**src/rtl/p2s_serializer_pkg.sv**
```systemverilog
// Shared definitions for the parallel-to-serial shift-register driver:
// FSM state encodings and the parameter legality check.
package p2s_serializer_pkg;

   localparam logic [1:0] IDLE     = 2'd0;
   localparam logic [1:0] SHIFT_LO = 2'd1;
   localparam logic [1:0] SHIFT_HI = 2'd2;
   localparam logic [1:0] LATCH    = 2'd3;

   function automatic bit params_ok(input int data_width, input int clk_div,
                                    input int latch_pulse);
      return (data_width >= 1) && (clk_div >= 1) && (latch_pulse >= 1);
   endfunction

endpackage

```
**src/rtl/p2s_serializer_if.sv**
```systemverilog
// Handshake and shift-register-chain signals of the serializer.
// The master side is the display controller, the slave side the serializer.
interface p2s_serializer_if #(
   parameter int DATA_WIDTH = 16
);
   logic                  start;
   logic [DATA_WIDTH-1:0] par_in;
   logic                  ready;
   logic                  busy;
   logic                  done;
   logic                  sclk;
   logic                  sout;
   logic                  latch;
   logic                  sclrn;

   modport master (
      output start, par_in,
      input  ready, busy, done, sclk, sout, latch, sclrn
   );

   modport slave (
      input  start, par_in,
      output ready, busy, done, sclk, sout, latch, sclrn
   );
endinterface

```
**src/rtl/p2s_serializer_phase_gen.sv**
```systemverilog
// Serial-clock half-period timer: self-reloading down-counter that ticks on
// the last clk cycle of every CLK_DIV-cycle half-period.
module p2s_phase_gen #(
   parameter int CLK_DIV = 2
) (
   input  logic clk,
   input  logic rst,
   input  logic clear,
   output logic phase_tick
);
   localparam int              CW     = $clog2(CLK_DIV + 1);
   localparam logic [CW-1:0]   RELOAD = CW'(CLK_DIV - 1);

   logic [CW-1:0] cnt;

   always_ff @(posedge clk) begin
      if (rst || clear || cnt == '0) cnt <= RELOAD;
      else                           cnt <= cnt - 1'b1;
   end

   assign phase_tick = !clear && (cnt == '0);
endmodule

```
**src/rtl/p2s_serializer.sv**
```systemverilog
// Parallel-to-serial driver for a 74HC164/595-style chain: shifts a captured
// word out on sout/sclk, then pulses the storage latch and reports done.
module p2s_serializer
   import p2s_serializer_pkg::*;
#(
   parameter int DATA_WIDTH  = 16,
   parameter int CLK_DIV     = 2,
   parameter bit MSB_FIRST   = 1'b1,
   parameter int LATCH_PULSE = 1
) (
   input logic               clk,
   input logic               rst,
   p2s_serializer_if.slave   bus
);
   localparam int BW = $clog2(DATA_WIDTH + 1);
   localparam int LW = $clog2(LATCH_PULSE + 1);

   if (!params_ok(DATA_WIDTH, CLK_DIV, LATCH_PULSE)) begin : g_param_check
      $error("p2s_serializer: DATA_WIDTH, CLK_DIV and LATCH_PULSE must all be >= 1");
   end

   logic [1:0]            state;
   logic [DATA_WIDTH-1:0] shreg, shreg_nxt;
   logic [BW-1:0]         bit_cnt, bit_cnt_dec;
   logic [LW-1:0]         lat_cnt;
   logic                  sclk_q, sout_q, latch_q, busy_q, done_q, ready_q, sclrn_q;
   logic                  phase_clear, phase_tick;

   // The divider only runs while bits are being clocked out.
   assign phase_clear = (state == IDLE) || (state == LATCH);

   p2s_phase_gen #(.CLK_DIV(CLK_DIV)) u_phase (
      .clk        (clk),
      .rst        (rst),
      .clear      (phase_clear),
      .phase_tick (phase_tick)
   );

   function automatic logic head(input logic [DATA_WIDTH-1:0] w);
      return MSB_FIRST ? w[DATA_WIDTH-1] : w[0];
   endfunction

   always_comb begin
      shreg_nxt   = MSB_FIRST ? (shreg << 1) : (shreg >> 1);
      bit_cnt_dec = bit_cnt - 1'b1;
   end

   always_ff @(posedge clk) begin
      if (rst) begin
         state   <= IDLE;
         shreg   <= '0;
         bit_cnt <= '0;
         lat_cnt <= '0;
         sclk_q  <= 1'b0;
         sout_q  <= 1'b0;
         latch_q <= 1'b0;
         busy_q  <= 1'b0;
         done_q  <= 1'b0;
         ready_q <= 1'b1;
         sclrn_q <= 1'b0;
      end else begin
         sclrn_q <= 1'b1;
         done_q  <= 1'b0;
         case (state)
            IDLE: begin
               if (bus.start) begin
                  shreg   <= bus.par_in;
                  bit_cnt <= BW'(DATA_WIDTH);
                  sout_q  <= head(bus.par_in);
                  busy_q  <= 1'b1;
                  ready_q <= 1'b0;
                  state   <= SHIFT_LO;
               end
            end
            SHIFT_LO: begin
               if (phase_tick) begin
                  sclk_q <= 1'b1;
                  state  <= SHIFT_HI;
               end
            end
            SHIFT_HI: begin
               if (phase_tick) begin
                  sclk_q  <= 1'b0;
                  bit_cnt <= bit_cnt_dec;
                  if (bit_cnt_dec == '0) begin
                     latch_q <= 1'b1;
                     lat_cnt <= LW'(LATCH_PULSE - 1);
                     state   <= LATCH;
                  end else begin
                     shreg  <= shreg_nxt;
                     sout_q <= head(shreg_nxt);
                     state  <= SHIFT_LO;
                  end
               end
            end
            LATCH: begin
               if (lat_cnt == '0) begin
                  latch_q <= 1'b0;
                  sout_q  <= 1'b0;
                  busy_q  <= 1'b0;
                  ready_q <= 1'b1;
                  done_q  <= 1'b1;
                  state   <= IDLE;
               end else begin
                  lat_cnt <= lat_cnt - 1'b1;
               end
            end
            default: state <= IDLE;
         endcase
      end
   end

   assign bus.ready = ready_q;
   assign bus.busy  = busy_q;
   assign bus.done  = done_q;
   assign bus.sclk  = sclk_q;
   assign bus.sout  = sout_q;
   assign bus.latch = latch_q;
   assign bus.sclrn = sclrn_q;
endmodule

```
**src/flat_wrapper.sv**
```systemverilog
// flat-port wrapper written by rule: the top's interface ports become plain ports
module p2s_serializer_flat import p2s_serializer_pkg::*;
#(
   parameter int DATA_WIDTH  = 16,
   parameter int CLK_DIV     = 2,
   parameter bit MSB_FIRST   = 1'b1,
   parameter int LATCH_PULSE = 1
)
  (clk, rst, bus_start, bus_par_in, bus_ready, bus_busy, bus_done, bus_sclk, bus_sout, bus_latch, bus_sclrn);
  p2s_serializer_if #(.DATA_WIDTH(DATA_WIDTH)) bus_i ();
  input logic clk;
  input logic rst;
  input wire logic [$bits(bus_i.start)-1:0] bus_start;
  input wire logic [$bits(bus_i.par_in)-1:0] bus_par_in;
  output wire logic [$bits(bus_i.ready)-1:0] bus_ready;
  output wire logic [$bits(bus_i.busy)-1:0] bus_busy;
  output wire logic [$bits(bus_i.done)-1:0] bus_done;
  output wire logic [$bits(bus_i.sclk)-1:0] bus_sclk;
  output wire logic [$bits(bus_i.sout)-1:0] bus_sout;
  output wire logic [$bits(bus_i.latch)-1:0] bus_latch;
  output wire logic [$bits(bus_i.sclrn)-1:0] bus_sclrn;
  assign bus_i.start = bus_start;
  assign bus_i.par_in = bus_par_in;
  assign bus_ready = bus_i.ready;
  assign bus_busy = bus_i.busy;
  assign bus_done = bus_i.done;
  assign bus_sclk = bus_i.sclk;
  assign bus_sout = bus_i.sout;
  assign bus_latch = bus_i.latch;
  assign bus_sclrn = bus_i.sclrn;
  p2s_serializer #(.DATA_WIDTH(DATA_WIDTH), .CLK_DIV(CLK_DIV), .MSB_FIRST(MSB_FIRST), .LATCH_PULSE(LATCH_PULSE)) u_core (.clk(clk), .rst(rst), .bus(bus_i));
endmodule
```
**config.mk**
```make
export PLATFORM = sky130hd
export DESIGN_NAME = p2s_serializer_flat
export DESIGN_NICKNAME = d
export VERILOG_FILES = /design/src/rtl/p2s_serializer_pkg.sv /design/src/rtl/p2s_serializer_if.sv /design/src/rtl/p2s_serializer_phase_gen.sv /design/src/rtl/p2s_serializer.sv /design/src/flat_wrapper.sv
export SDC_FILE = /design/constraint.sdc
export NUM_CORES = 1
export LEC_CHECK = 0
export BUFFER_PORTS_ARGS = -buffer_cell sky130_fd_sc_hd__buf_2
export CORE_MARGIN = 2
export CORE_UTILIZATION = 40
export DETAILED_ROUTE_END_ITERATION = 10
export SLEW_MARGIN = 5
export SYNTH_ARGS = -nofsm -noshare
export SYNTH_HDL_FRONTEND = slang
export SYNTH_SLANG_ARGS = --single-unit
```
**constraint.sdc**
```tcl
create_clock -name clk -period 6.2 [get_ports clk]
set_input_delay 1.24 -clock clk [delete_from_list [all_inputs] [get_ports clk]]
set_output_delay 1.24 -clock clk [all_outputs]
set_load 0.01 [all_outputs]
```
==> results of run 1 <==
-- layout by cell type (no fill, tap or decap), types with 2 or more instances in the layout --
cell type,count
a211oi_1,4
a21oi_1,9
a311oi_1,2
buf_2,25
bufinv_16,2
clkbuf_8,5
dfxtp_1,31
ha_1,7
inv_1,11
mux2i_1,16
nand2_1,7
nand2b_1,2
nand3_1,3
nor2_1,14
nor2b_1,2
o21ai_0,6
o2bb2ai_1,4
o2bb2ai_2,10
-- metrics by stage --
stage | instance area, um2 | worst slack [ns] | utilization (%)
final | 1819 | 3.615 | 48.96
after global routing | 1819 | 3.352 | 48.96
after CTS | 1819 | 3.562 | 48.96
after detailed placement | 1687 | 3.356 | 45.39
after global placement | 1687 | 3.450 | 45.39
after floorplan | 1558 | 3.934 | -
-- power by group --
part,switching [uW],internal (uW)
Sequential,40.1,257
Combinational,143,101
Clock,75.0,161
-- final timing paths --
path                                         start  slack [ns]                               end  cells after the start
hold / removal    u_core.u_phase.cnt[0]$_SDFF_PP1_        0.40  u_core.u_phase.cnt[0]$_SDFF_PP1_                      1
setup / recovery      u_core.state[0]$_SDFFE_PP0P_        3.61      u_core.shreg[2]$_SDFFE_PP0P_                      7
hold reg to reg   u_core.u_phase.cnt[0]$_SDFF_PP1_        0.40  u_core.u_phase.cnt[0]$_SDFF_PP1_                      1
setup reg to reg      u_core.state[0]$_SDFFE_PP0P_        3.61      u_core.shreg[2]$_SDFFE_PP0P_                      7
-- state kept, by name (all words and copies together) (netlist names) --
signal / count
u_core.bus.latch: 1
u_core.bus.busy: 1
u_core.bus.done: 1
u_core.bit_cnt: 5
u_core.state: 2
u_core.bus.ready: 1
u_core.bus.sout: 1
u_core.bus.sclk: 1
u_core.shreg: 15
u_core.bus.sclrn: 1
u_core.u_phase.cnt: 2
-- routing by layer --
metal / global-route usage, % / vias up / share of wire, %
li1: - / 604 / -
met1: 18.19 / 565 / 46
met2: 28.13 / 21 / 49
met3: 6.985 / 5 / 4.6
met4: 5.357 / 0 / 1.3
met5: 0 / - / 0
-- kinds of logic (layout without fill, tap and decap cells) --
logic type / after synthesis / in the layout
and+or+nand+nor: 35 / 35
adders and majority gates: 7 / 7
AOI/OAI and AO/OA: 45 / 45
buffers and inverters: 20 / 45
DFF: 31 / 31
muxes: 16 / 16
-- final cells by class --
type / instances / area share (%)
clock buffer: 6 / 3.989
clock inverter: 2 / 3.301
inverter: 11 / 2.270
multi-input combinational: 103 / 45.74
sequential: 31 / 34.11
tap: 48 / 3.301
timing repair buffer: 26 / 7.290
==> summary.md, run 1 <==
| Metric | Value |
|---|---|
| DRT Wirelength | `3.037 mm` |
| RD Place Congestion | `~0.77` |
| Total GRT Usage | `16.42%` |
| Fin. max-slew vios | `0` |
| Via density | `between 5 and 6` |
| Fraction of final layout cells sized beyond drive strength 1 | `26.26%` |
| Post-Synth Simple-Gate Area | `11.33%` |
| Worst-Margin Slew | `0.6678 ns` |
| Syn. warnings | `0` |
| Pleak | `0.0007056 uW` |
| Number of global-route vias before repair | `between 1000 and 1500` |
| Post-synth top flop | `dfxtp_1` |
| Fmax | `386.8 MHz` |
| Compound-gate portion of the synthesized area | `26.18%` |
| Crit path launch type | `flip-flop` |
| Post-synthesis mux area share | `10.28%` |
| DRT antenna net count | `0` |
| Rows | `22` |
| I/O pin count | `26` |
| DP Cell Count | `roughly 220` |
| Adder-cell share of the synthesized area | `5.622%` |
| Post-synth top area cell | `dfxtp_1` |
| CTS root buf | `clkbuf_8` |
| CP peak stage delay | `0.63 ns` |
| # nets final | `just over 200` |
| I/O Buffers | `25` |
| Arrival @ worst endpoint | `2.73 ns` |
| Core Region | `3716 um2` |
| Buffer and inverter count on the worst path | `2` |
| CTS tree | `built` |
| Combinational family with the most area after synthesis | `compound AO/OA/AOI/OAI gates` |
| Iteration-0 DRC Markers | `83` |
| Final setup viols | `0` |
| Hold_ws | `0.3983 ns` |
| DRT Pass-1 Iters | `4` |
| Worst clock skew | `around 0.0028 ns` |
| Gr ovfl total | `0` |
| Post_cts resized | `0` |
| Die footprint | `4410 um2` |
| XOR/XNOR share of the synthesized area | `0%` |
| Min Tclk post-route | `2.585 ns` |
| P&R area growth vs syn | `16.79%` |
| Top cells by area, synth | `dfxtp_1 40%, mux2i_1 10%, o2bb2ai_2 9.6%` |
| Slowest cell on the critical path | `or3_1` |
| CTS sink count | `31` |
| Crit. End Element | `flip-flop` |
| Fin crit share | `a little over two fifths` |
| Post-Syn Area | `1558 um2` |
| Synth cell count leaders | `31 x dfxtp_1, 16 x mux2i_1, 14 x nor2_1` |
| Sequential element share of the synthesized area | `39.84%` |
| Starting Density | `a little over two fifths` |
| Syn avg cell area | `~10 um2` |
| Post-synth EDFFs | `0` |
| Largest net degree at the start of global routing | `27` |
| Post-CTS setup buffer count | `0` |
| Hold Vio Cnt, Final | `0` |
| Most common cell in the netlist | `dfxtp_1` |
| Post-route insts no fill | `227` |
| Syn_nets | `180` |
| CTS Buffer Depth | `2` |
| Asr flop ratio synth | `0%` |
| CTS buffer count | `5` |
| Setup CP Type | `flip-flop to flip-flop` |
| DRC viols | `0` |
| Antenna Cells | `0` |
| Setup TNS | `0 ns` |
| Crit-path max FO | `26` |
| Clk slew on worst S/H paths | `0.07 ns` |
| Max Cap Viol | `0` |
| PD cells | `427.0 nW/um2` |
| Clock Latency Late Sink | `0.28 ns` |
| Critical path cell sequence | `inv_1 -> ha_1 -> buf_4 -> o211ai_1 -> a2111oi_4 -> or3_1 -> o2bb2ai_1` |
| Wire length per cell | `13.38 um` |
| #FFs+latches synth | `31` |
| RSZ-0062 raised after global routing | `false` |
| Delay-heaviest family, CP | `compound AO/OA/AOI/OAI gates` |
| Synth cell types | `38` |
| Fillers | `378` |
| Post-Syn Instances | `approximately 150` |
| Slew headroom | `a little under three fifths` |
| HPWL Detailed | `2.170 mm` |
| Multi-input gate area in the final layout | `832.0 um2` |
| Die width | `approximately 66 um` |
| # H-tree levels | `2` |
| Required @ worst endpoint | `6.35 ns` |
| Total Power | `just under 800 uW` |
| Die Span Y | `66.41 um` |
| Via count | `~1200` |
| Status | `finished, final reports clean` |
| Flip-flop and latch area | `620.6 um2` |
| First-pass GRT wire length | `5.423 mm` |
| Peak supply drop | `~0.17 mV` |
| Initial antenna violation count | `0` |
| Top-area cell type share of the netlist area | `between 30 and 40%` |
| Post-CTS Hold Buffers | `0` |
| Worst hold path type | `flip-flop to flip-flop` |
No activity file was read; power rests on OpenSTA's default activity.
==> run 2, diff against run 1 <==
Clock period 6.2 ns to 2.4 ns, I/O delays scaled along.
==> run 2 against run 1 <==
  * Core utilization is 0.77 points lower
  * Sequential share of layout area grew 0.55 points
  * Sequential power grew to 2.6 times the previous value
  * Final cell count grew 1.3%
  * Total power grew 130%
  * Via count rose by 1.6%
  * Combinational power rose to 2.6 times the previous value
  * Setup slack got worse by 3.4 ns
  * Die area unchanged
  * Clock power up 66%
  * Fmax rose by 19%
  * Critical path type unchanged
  * Largest cell class unchanged
==> summary.md, run 2 (same netlist as run 1, synthesis figures left out) <==
| Metric | Value |
|---|---|
| Post-CTS setup buffer count | `0 (unchanged)` |
| Post-route insts no fill | `230 (+1.3%)` |
| DRT Wirelength | `3.194 mm (+5.2%)` |
| Global-route track usage on met1 | `18.28% (+0.085 points)` |
| Die width | `66.41 um (unchanged)` |
| Post_cts resized | `0 (unchanged)` |
| Rows | `22 (unchanged)` |
| Commonest non-fill, non-tap cell in the layout | `dfxtp_1` |
| Via density | `5.278 (+0.26%)` |
| HPWL Detailed | `2.349 mm (+8.2%)` |
| # nets final | `207 (+1.5%)` |
| Peak supply drop | `0.4680 mV (+170%)` |
| Antenna Cells | `0 (unchanged)` |
| Gr ovfl total | `0 (unchanged)` |
| Starting Density | `41.92% (unchanged)` |
| Worst clock skew | `0.004579 ns (+0.001794 ns)` |
| Fmax | `461.0 MHz (+19%)` |
| Fin. max-slew vios | `0 (unchanged)` |
| Busiest layer in global routing | `met2` |
| Min Tclk post-route | `2.169 ns (-0.4162 ns)` |
| Via count | `1214 (+1.6%)` |
| DRT Pass-1 Iters | `4 (unchanged)` |
| I/O Buffers | `25 (unchanged)` |
| Slowest cell on the critical path | `o21a_2` |
| Total GRT Usage | `17.31% (+0.88 points)` |
| Clk slew on worst S/H paths | `0.06 ns (about the same)` |
| Number of global-route vias before repair | `1261 (-1.1%)` |
| Setup TNS | `0 ns (unchanged)` |
| P&R area growth vs syn | `14.94%` |
| RD Place Congestion | `0.7779 (+1.4%)` |
| M2 GR Usage | `29.13% (+1.0 points)` |
| RSZ-0062 raised after global routing | `false` |
| Slew headroom | `74.87% (+19 points)` |
| CTS buffer count | `5 (unchanged)` |
| Util after Layout | `48.18% (-0.77 points)` |
| Top reg by flops | `u_core.shreg` |
| Hold Vio Cnt, Final | `0 (unchanged)` |
| Number of flip-flops in the largest register | `15 (unchanged)` |
| First-pass GRT wire length | `5.582 mm (+2.9%)` |
| Crit. End Element | `flip-flop` |
| Most frequent cells in the layout | `31 x dfxtp_1, 25 x buf_2, 16 x mux2i_1` |
| Die footprint | `4410 um2 (unchanged)` |
| Arrival @ worst endpoint | `2.38 ns (-0.35 ns)` |
| Iteration-0 DRC Markers | `54 (-35%)` |
| Worst-Margin Slew | `0.3769 ns (-0.2908 ns)` |
| DP Cell Count | `222 (+1.4%)` |
| Pleak | `0.0006977 uW (-1.1%)` |
| Met3 usage | `7.155% (+0.17 points)` |
| PD cells | `1010 nW/um2 (+140%)` |
| Setup CP Type | `flip-flop to flip-flop` |
| Total Power | `1808 uW (+130%)` |
| DRC viols | `0 (unchanged)` |
| Fraction of final layout cells sized beyond drive strength 1 | `26.92% (+0.67 points)` |
| Post-CTS Hold Buffers | `0 (unchanged)` |
| Crit path launch type | `flip-flop` |
| Max Cap Viol | `0 (unchanged)` |
| Core Region | `3716 um2 (unchanged)` |
| Clock Latency Late Sink | `0.28 ns (about the same)` |
| Crit-path max FO | `14 (-46%)` |
| Initial antenna violation count | `0 (unchanged)` |
| I/O pin count | `26 (unchanged)` |
| Largest net degree at the start of global routing | `18 (-33%)` |
| Final setup viols | `0 (unchanged)` |
| CTS tree | `built` |
| Fin crit share | `90.37% (+49 points)` |
| Critical path cell sequence | `inv_1 -> ha_1 -> a211oi_1 -> a31oi_1 -> a2111oi_4 -> o21a_2 -> o2bb2ai_1` |
| Required @ worst endpoint | `2.61 ns (-3.74 ns)` |
| DRT antenna net count | `0 (unchanged)` |
| Wire length per cell | `13.89 um (+3.8%)` |
| CTS root buf | `clkbuf_8` |
| CP peak stage delay | `0.44 ns (-0.19 ns)` |
| Fillers | `384 (+1.6%)` |
| Die Span Y | `66.41 um (unchanged)` |
| Status | `finished, final reports clean` |
| CTS sink count | `31 (unchanged)` |
| # H-tree levels | `2 (unchanged)` |
| CTS Buffer Depth | `2 (unchanged)` |
| Worst hold path type | `flip-flop to flip-flop` |
| Largest regs | `u_core.shreg x15, u_core.bit_cnt x5` |
==> run 2: cell types whose count changed in the layout (fill, tap and decap cells not counted) <==
cell | previous run | this run
buf_4 | 1 | 4
bufinv_16 | 2 | 0
clkbuf_1 | 1 | 2
clkinv_2 | 0 | 1
==> run 2: path summary, 6_finish.rpt <==
| kind | endpoint | slack (ns) | cells past startpoint | start |
|---|---|---|---|---|
| worst max register to register | u_core.shreg[3]$_SDFFE_PP0P_ | 0.23 | 7 | u_core.bit_cnt[1]$_SDFFE_PP0P_ |
| worst max-delay path | u_core.shreg[3]$_SDFFE_PP0P_ | 0.23 | 7 | u_core.bit_cnt[1]$_SDFFE_PP0P_ |
| worst min-delay path | u_core.u_phase.cnt[0]$_SDFF_PP1_ | 0.40 | 1 | u_core.u_phase.cnt[0]$_SDFF_PP1_ |
| worst min register to register | u_core.u_phase.cnt[0]$_SDFF_PP1_ | 0.40 | 1 | u_core.u_phase.cnt[0]$_SDFF_PP1_ |
==> run 2: layout make-up <==
cell class              count  area [um2]  area share (%)
inverters                  11       41.29           2.306
clock buffers               7       76.32           4.263
well taps                  48       60.06           3.354
flip-flops and latches     31       620.6           34.66
multi-input cells         103       832.0           46.47
clock inverters             1       5.005          0.2795
repair buffers             29       155.1           8.665
==> run 2: critical path: cells and delay by family, from the launching register on <==
kind / cells / cell delay [ns]
AO/OA/AOI/OAI: 5 / 1.33
adder cells (fa/ha/maj): 1 / 0.25
buffers and inverters: 1 / 0.10
flip-flops: 1 / 0.42
==> run 2: routing by layer <==
metal  up-vias  share of wire [%]
met5         -                  0
met4         0                2.4
met3         6                4.9
met2        23                 49
met1       574                 43
li1        611                  -
==> run 2: per-stage QoR <==
step                      hold slack [ns]  area, um2  setup slack (ns)
final                              0.3957       1790            0.2310
after floorplan                    0.3679       1558            0.3822
after detailed placement           0.3873       1709            0.2292
after global placement             0.3745       1709            0.3865
after global routing               0.4205       1790          0.006993
after CTS                          0.4027       1790            0.2042
==> run 2: power by group <==
part           switching, uW  total (uW)  internal, uW
Clock                    189         392           203
Combinational            368         644           276
Sequential               109         772           663
Total                    666        1810          1140
